[src/rtl/dii_pkt_fifo_pkg.sv]
`default_nettype none
// ============================================================================
// Module      : dii_pkt_fifo_pkg
// Description : Shared DII flit type and sizing helper for the packet FIFO.
// Revision    : 1.0 - initial release
// ============================================================================
package dii_pkt_fifo_pkg;

  // Data width carried by every DII flit.
  localparam int DII_WIDTH = 16;

  // One DII flit: payload, end-of-packet marker and valid qualifier.
  typedef struct packed {
    logic [DII_WIDTH-1:0] data;
    logic                 last;
    logic                 valid;
  } dii_flit;

  // Bits needed to hold the values 0..n inclusive (counts that may reach n).
  function automatic int dii_clog2p1(input int n);
    return $clog2(n + 1);
  endfunction

endpackage
`default_nettype wire

[src/rtl/dii_pkt_fifo_if.sv]
`default_nettype none
// ============================================================================
// Module      : dii_pkt_fifo_if
// Description : DII flit link: flit travels master->slave, ready slave->master.
// Revision    : 1.0 - initial release
// ============================================================================
interface dii_pkt_fifo_if;

  dii_pkt_fifo_pkg::dii_flit flit;
  logic                      ready;

  modport master (output flit, input ready);
  modport slave  (input flit, output ready);

endinterface
`default_nettype wire

[src/rtl/dii_pkt_fifo.sv]
`default_nettype none
// ============================================================================
// Module      : dii_pkt_fifo
// Description : Circular DII flit FIFO with fill/packet/head-size status and
//               optional store-and-forward with an escape for packets longer
//               than DEPTH.
// Revision    : 1.0 - initial release
// ============================================================================
module dii_pkt_fifo
  import dii_pkt_fifo_pkg::*;
#(
  parameter int WIDTH      = 16,  // must equal DII_WIDTH
  parameter int DEPTH      = 8,   // power of two, >= 2
  parameter int FULLPACKET = 0    // 1: offer head only once a full packet is stored
) (
  input  logic                            clk,
  input  logic                            rst,       // asynchronous, active-low
  dii_pkt_fifo_if.slave                   flit_in,
  dii_pkt_fifo_if.master                  flit_out,
  output logic [dii_clog2p1(DEPTH)-1:0]   fill_level,
  output logic [dii_clog2p1(DEPTH)-1:0]   packet_count,
  output logic [dii_clog2p1(DEPTH)-1:0]   head_packet_size,
  output logic                            empty,
  output logic                            full,
  output logic                            cut_through
);

  localparam int CW = dii_clog2p1(DEPTH);
  localparam int PW = $clog2(DEPTH);

  logic [WIDTH-1:0] r_mem_data [DEPTH];
  logic [DEPTH-1:0] r_mem_last;
  logic [PW-1:0]    r_rd_ptr;
  logic [PW-1:0]    r_wr_ptr;
  logic [CW-1:0]    r_count;
  logic [CW-1:0]    r_pkt_cnt;

  logic             w_push;
  logic             w_pop;
  logic             w_out_valid;
  logic [CW-1:0]    w_head_size;

  // Status is derived purely from registered state.
  assign fill_level   = r_count;
  assign packet_count = r_pkt_cnt;
  assign empty        = (r_count == '0);
  assign full         = (r_count == CW'(DEPTH));
  assign cut_through  = (FULLPACKET != 0) && full && (r_pkt_cnt == '0);

  // Ready ignores pop on purpose: a full FIFO never accepts in the same cycle.
  assign flit_in.ready = !full;

  // Store-and-forward holds the head back until a packet end is stored, or
  // the FIFO is full (escape), so oversized packets still drain.
  assign w_out_valid = (FULLPACKET != 0) ? (!empty && ((r_pkt_cnt != '0) || full))
                                         : !empty;

  assign flit_out.flit = '{data:  r_mem_data[r_rd_ptr],
                           last:  r_mem_last[r_rd_ptr],
                           valid: w_out_valid};

  assign w_push = flit_in.flit.valid & flit_in.ready;
  assign w_pop  = w_out_valid & flit_out.ready;

  // Storage array: written on push only, never reset.
  always_ff @(posedge clk) begin
    if (w_push) begin
      r_mem_data[r_wr_ptr] <= flit_in.flit.data;
      r_mem_last[r_wr_ptr] <= flit_in.flit.last;
    end
  end

  // Pointers, fill count and stored-packet count.
  always_ff @(posedge clk or negedge rst) begin
    if (!rst) begin
      r_rd_ptr  <= '0;
      r_wr_ptr  <= '0;
      r_count   <= '0;
      r_pkt_cnt <= '0;
    end else begin
      if (w_push) r_wr_ptr <= r_wr_ptr + 1'b1;
      if (w_pop)  r_rd_ptr <= r_rd_ptr + 1'b1;

      if (w_push && !w_pop)      r_count <= r_count + 1'b1;
      else if (!w_push && w_pop) r_count <= r_count - 1'b1;

      if ((w_push && flit_in.flit.last) && !(w_pop && r_mem_last[r_rd_ptr]))
        r_pkt_cnt <= r_pkt_cnt + 1'b1;
      else if (!(w_push && flit_in.flit.last) && (w_pop && r_mem_last[r_rd_ptr]))
        r_pkt_cnt <= r_pkt_cnt - 1'b1;
    end
  end

  // Head packet size: distance to the first stored last flit, else fill level.
  always_comb begin
    logic          w_found;
    logic [PW-1:0] w_idx;
    w_head_size = r_count;
    w_found     = 1'b0;
    w_idx       = '0;
    for (int i = 0; i < DEPTH; i++) begin
      w_idx = r_rd_ptr + PW'(i);
      if (!w_found && (CW'(i) < r_count) && r_mem_last[w_idx]) begin
        w_found     = 1'b1;
        w_head_size = CW'(i + 1);
      end
    end
  end

  assign head_packet_size = w_head_size;

endmodule
`default_nettype wire

[src/flat_wrapper.sv]
// flat-port wrapper written by rule: the top's interface ports become plain ports
module dii_pkt_fifo_flat import dii_pkt_fifo_pkg::*;
#(
  parameter int WIDTH      = 16,                         
  parameter int DEPTH      = 8,                        
  parameter int FULLPACKET = 0                                                      
)
  (clk, rst, fill_level, packet_count, head_packet_size, empty, full, cut_through, flit_in_flit, flit_in_ready, flit_out_flit, flit_out_ready);
  dii_pkt_fifo_if flit_in_i ();
  dii_pkt_fifo_if flit_out_i ();
  input  logic clk;
  input  logic rst;
  output logic [dii_clog2p1(DEPTH)-1:0] fill_level;
  output logic [dii_clog2p1(DEPTH)-1:0] packet_count;
  output logic [dii_clog2p1(DEPTH)-1:0] head_packet_size;
  output logic empty;
  output logic full;
  output logic cut_through;
  input wire logic [$bits(flit_in_i.flit)-1:0] flit_in_flit;
  output wire logic [$bits(flit_in_i.ready)-1:0] flit_in_ready;
  output wire logic [$bits(flit_out_i.flit)-1:0] flit_out_flit;
  input wire logic [$bits(flit_out_i.ready)-1:0] flit_out_ready;
  assign flit_in_i.flit = flit_in_flit;
  assign flit_in_ready = flit_in_i.ready;
  assign flit_out_flit = flit_out_i.flit;
  assign flit_out_i.ready = flit_out_ready;
  dii_pkt_fifo #(.WIDTH(WIDTH), .DEPTH(DEPTH), .FULLPACKET(FULLPACKET)) u_core (.clk(clk), .rst(rst), .flit_in(flit_in_i), .flit_out(flit_out_i), .fill_level(fill_level), .packet_count(packet_count), .head_packet_size(head_packet_size), .empty(empty), .full(full), .cut_through(cut_through));
endmodule
[config.mk]
export PLATFORM = sky130hd
export DESIGN_NAME = dii_pkt_fifo_flat
export DESIGN_NICKNAME = d
export VERILOG_FILES = /design/src/rtl/dii_pkt_fifo_pkg.sv /design/src/rtl/dii_pkt_fifo_if.sv /design/src/rtl/dii_pkt_fifo.sv /design/src/flat_wrapper.sv
export SDC_FILE = /design/constraint.sdc
export NUM_CORES = 1
export LEC_CHECK = 0
export BUFFER_PORTS_ARGS = -buffer_cell sky130_fd_sc_hd__buf_2
export CORE_ASPECT_RATIO = 0.75
export CORE_MARGIN = 8
export CORE_UTILIZATION = 52
export DETAILED_ROUTE_END_ITERATION = 7
export PLACE_DENSITY = 0.74
export SLEW_MARGIN = 20
export SYNTH_ARGS = -nofsm -noshare
export SYNTH_HDL_FRONTEND = slang
export SYNTH_SLANG_ARGS = --single-unit
[constraint.sdc]
create_clock -name clk -period 3.2 [get_ports clk]
set_input_delay 0.16 -clock clk [delete_from_list [all_inputs] [get_ports clk]]
set_output_delay 0.16 -clock clk [all_outputs]
set_load 0.005 [all_outputs]
==> results.tsv <==
stage	metric	value	unit
critical_path	R2R setup slack	310	ps
grt	first-pass GRT wire length	20.30	mm
timing	Final Max Tran Viols	0	
critical_path	R2R Path Start	u_core.r_rd_ptr[1]	
floorplanning	die width	145.5	µm
synth	Synth top area share	62.43	%
clock_network	CTS clk-pin slew, worst paths	60	ps
timing	final hold viol count	0	
routing	Initial DRT Pass Iterations	4	
layout	share of cells above drive strength 1	38.86	%
timing	post-route minimum period	3041	ps
layout	Post-layout nets	461	
synth	average size of a mapped cell	18.58	µm²
layout	P&R area growth vs syn	17.81	%
outcome	status	finished clean	
routing	per-cell routed wire length	20.88	µm
timing	setup TNS	0	ps
timing	Slew HR	65.59	%
synth	top_reg_cell synth	edfxtp_1	
clock_network	clk root buf	clkbuf_16	
timing	Final Cycle Share	95.03	%
timing	Slew @ Worst Pin	512.6	ps
timing	Hold WS	13.29	ps
grt	initial antenna violation count	0	
synth	Seq cells post-synth	150	
power	Total Power	7801	µW
floorplanning	Die Y-Extent	113.1	µm
placed_design	dpl hpwl	8.118	mm
power	VDD IR max	0.0005117	V
clock_network	CTS Buf Count	17	
placed_design	routability congestion estimate	0.7998	
critical_path	WP data arrival	2880	ps
synth	Synth area leaders	edfxtp_1, mux4_2, dfrtp_1	
run	maxcap violations	0	
grt	Tot GR Track Use	16.16	%
critical_path	CP Launch Type	flop	
placed_design	pre-CTS setup slack	316.1	ps
timing	Max Fclk	328.9	MHz
floorplanning	core area	0.01226	mm²
worst_hold_path	WHS Path Cells	1	
floorplanning	row cnt	35	
timing	worst setup margin	159.2	ps
timing	setup violators final	0	
routing	total wire length	12.66	mm
clock_network	htree depth	4	
synth	Warnings, synthesis	0	
routing	DRC Markers	0	
critical_path	worst reg2reg path depth	12	
floorplanning	Starting Density	53.35	%
clock_network	CTS sink count	150	
critical_path	CP max FO	7	
grt	largest net degree at the start of global routing	29	
synth	fraction of registers with async set/reset	9.333	%
routing	DR iter-0 viols	263	
critical_path	CP Class	reg2out	
grt	number of global-route vias before repair	3646	
synth	Mapped Cells	352	
timing	RSZ-0062 raised after global routing	false	
routing	vias post-DR	3440	
timing	Layout Skew	9.616	ps
clock_network	postcts setup bufs	0	
worst_hold_path	Hold EP	u_core.r_mem_data[1][7]	
critical_path	reg2reg end	u_core.packet_count[3]	
critical_path	critical path required time	3040	ps
power	LEAKAGE	0.002766	µW
floorplanning	I/O pin count	55	
synth	Netlist Area Pre-Place	0.006541	mm²
routing	antenna-violating nets left	0	
synth	number of flops mapped to enable cells by yosys	136	
synth	Synth area leader	edfxtp_1	
worst_hold_path	min-delay src	flit_in_flit[9]	
layout	antenna cells	0	
power	P per Cell Area	1012	mW/mm²
clock_network	Clock Latency Late Sink	410	ps
synth	register area share after synthesis	67.79	%
floorplanning	die area	0.01646	mm²
grt	GRT Residual Overflow	0	
worst_hold_path	Hold Crit Class	in2reg	
synth	count of cell types in the netlist	47	
synth	post-synth net total	385	
placed_design	Buffers on Ports	53	
clock_network	clk buf depth	2	
critical_path	Worst Setup End Kind	output pin	
routing	Via density	5.677	
clock_network	CTS tree	built	
==> critical path, stage by stage (launching register included) <==
cell,delay (ps)
dfrtp_2,440
inv_1,100
ha_4,340
mux4_1,580
mux2_2,290
and2_1,200
nor3_4,200
a41oi_1,120
nand3_1,90
buf_2,110
==> cells by family (layout without fill, tap and decap cells) <==
| kind of cell | count (synthesis) | count (layout) | share of synthesized area (%) |
|---|---|---|---|
| xor gates and xnor gates | 15 | 15 | 2.008 |
| adders and majority gates | 12 | 12 | 2.410 |
| muxes | 74 | 74 | 19.36 |
| DFF | 150 | 150 | 67.79 |
| AOI/OAI and AO/OA | 22 | 22 | 2.219 |
| other | 1 | 1 | 0.05733 |
| and+or+nand+nor | 50 | 50 | 4.055 |
| buffers and inverters | 28 | 116 | 2.104 |
==> power by group <==
group | leakage (µW) | internal (µW) | total, µW | switching, µW
sequential | 0.00140 | 2510 | 2710 | 199
clock | 0.000278 | 1220 | 1980 | 761
combinational | 0.00109 | 1580 | 3110 | 1530
==> how the worst max path moves through the flow <==
stage	end	startpoint	depth (start not counted)
2_1_floorplan	head_packet_size[0]	u_core.r_rd_ptr[1]	12
3_3_place_gp	u_core.packet_count[3]	u_core.r_rd_ptr[1]	12
3_5_place_dp	u_core.packet_count[3]	u_core.r_rd_ptr[1]	12
4_1_cts	head_packet_size[0]	u_core.r_rd_ptr[1]	9
5_1_grt	head_packet_size[0]	u_core.r_rd_ptr[1]	9
6_report	head_packet_size[0]	u_core.r_rd_ptr[1]	9
==> flip-flops by register name, summed over array words and instances (netlist names) <==
register / flops
u_core.r_wr_ptr: 3
u_core.r_rd_ptr: 3
u_core.r_mem_data: 128
u_core.packet_count: 4
u_core.fill_level: 4
u_core.r_mem_last: 8
==> cells in the final DEF (no fill, tap or decap), drive strengths merged, types with 6 or more instances in the layout <==
cell type	n
mux4	39
ha	11
a21oi	7
clkbuf	18
edfxtp	136
mux2i	11
dfrtp	14
buf	75
nand2	11
inv	10
xor2	6
nor2	13
mux2	24
xnor2	9
==> cells in the mapped netlist (2+ instances only) <==
cell type and instances:
a21o_1 2, a21oi_1 7, and2_1 2, and3_1 2, buf_1 2, buf_2 8, buf_4 2, buf_6 2
clkbuf_1 6, dfrtp_1 14, edfxtp_1 136, ha_1 11, inv_1 7, mux2_1 4, mux2_2 19, mux2i_1 11
mux4_2 38, nand2_1 11, nand2b_1 5, nand3_1 2, nor2_1 13, nor3_1 4, nor3b_1 3, o21ai_0 4
or4_1 2, xnor2_1 9, xor2_1 6
==> metal layers <==
metal	vias to the layer above	wire length, µm	global-route usage, %
li1	1550	-	-
met1	1790	5633	21.11
met2	94	6331	26.09
met3	6	610	3.788
met4	0	80	6.017
met5	-	0	0
==> stage by stage <==
stage	instance area [µm²]	utilization (%)	instances
finish	7706	62.85	606
global route	7706	62.85	606
CTS	7692	62.73	606
detailed placement	7084	57.78	573
global placement	7084	57.78	573
floorplan	6541	-	352
==> cell type report <==
class | count | area [µm²]
Multi-Input combinational cell | 174 | 1992
Tap cell | 166 | 207.7
Timing Repair Buffer | 77 | 454.2
Clock buffer | 18 | 429.2
Sequential cell | 150 | 4437
Fill cell | 867 | 4556
Inverter | 8 | 30.03
Clock inverter | 13 | 156.4
==> repair_timing <==
action / 4_1_cts / 5_1_grt
resized for setup: 1 / 2
hold buffers: 2 / 0
hold endpoints to repair: 15 / 0
setup endpoints to repair: 1 / 4
Power figures use the tool's default switching activity.
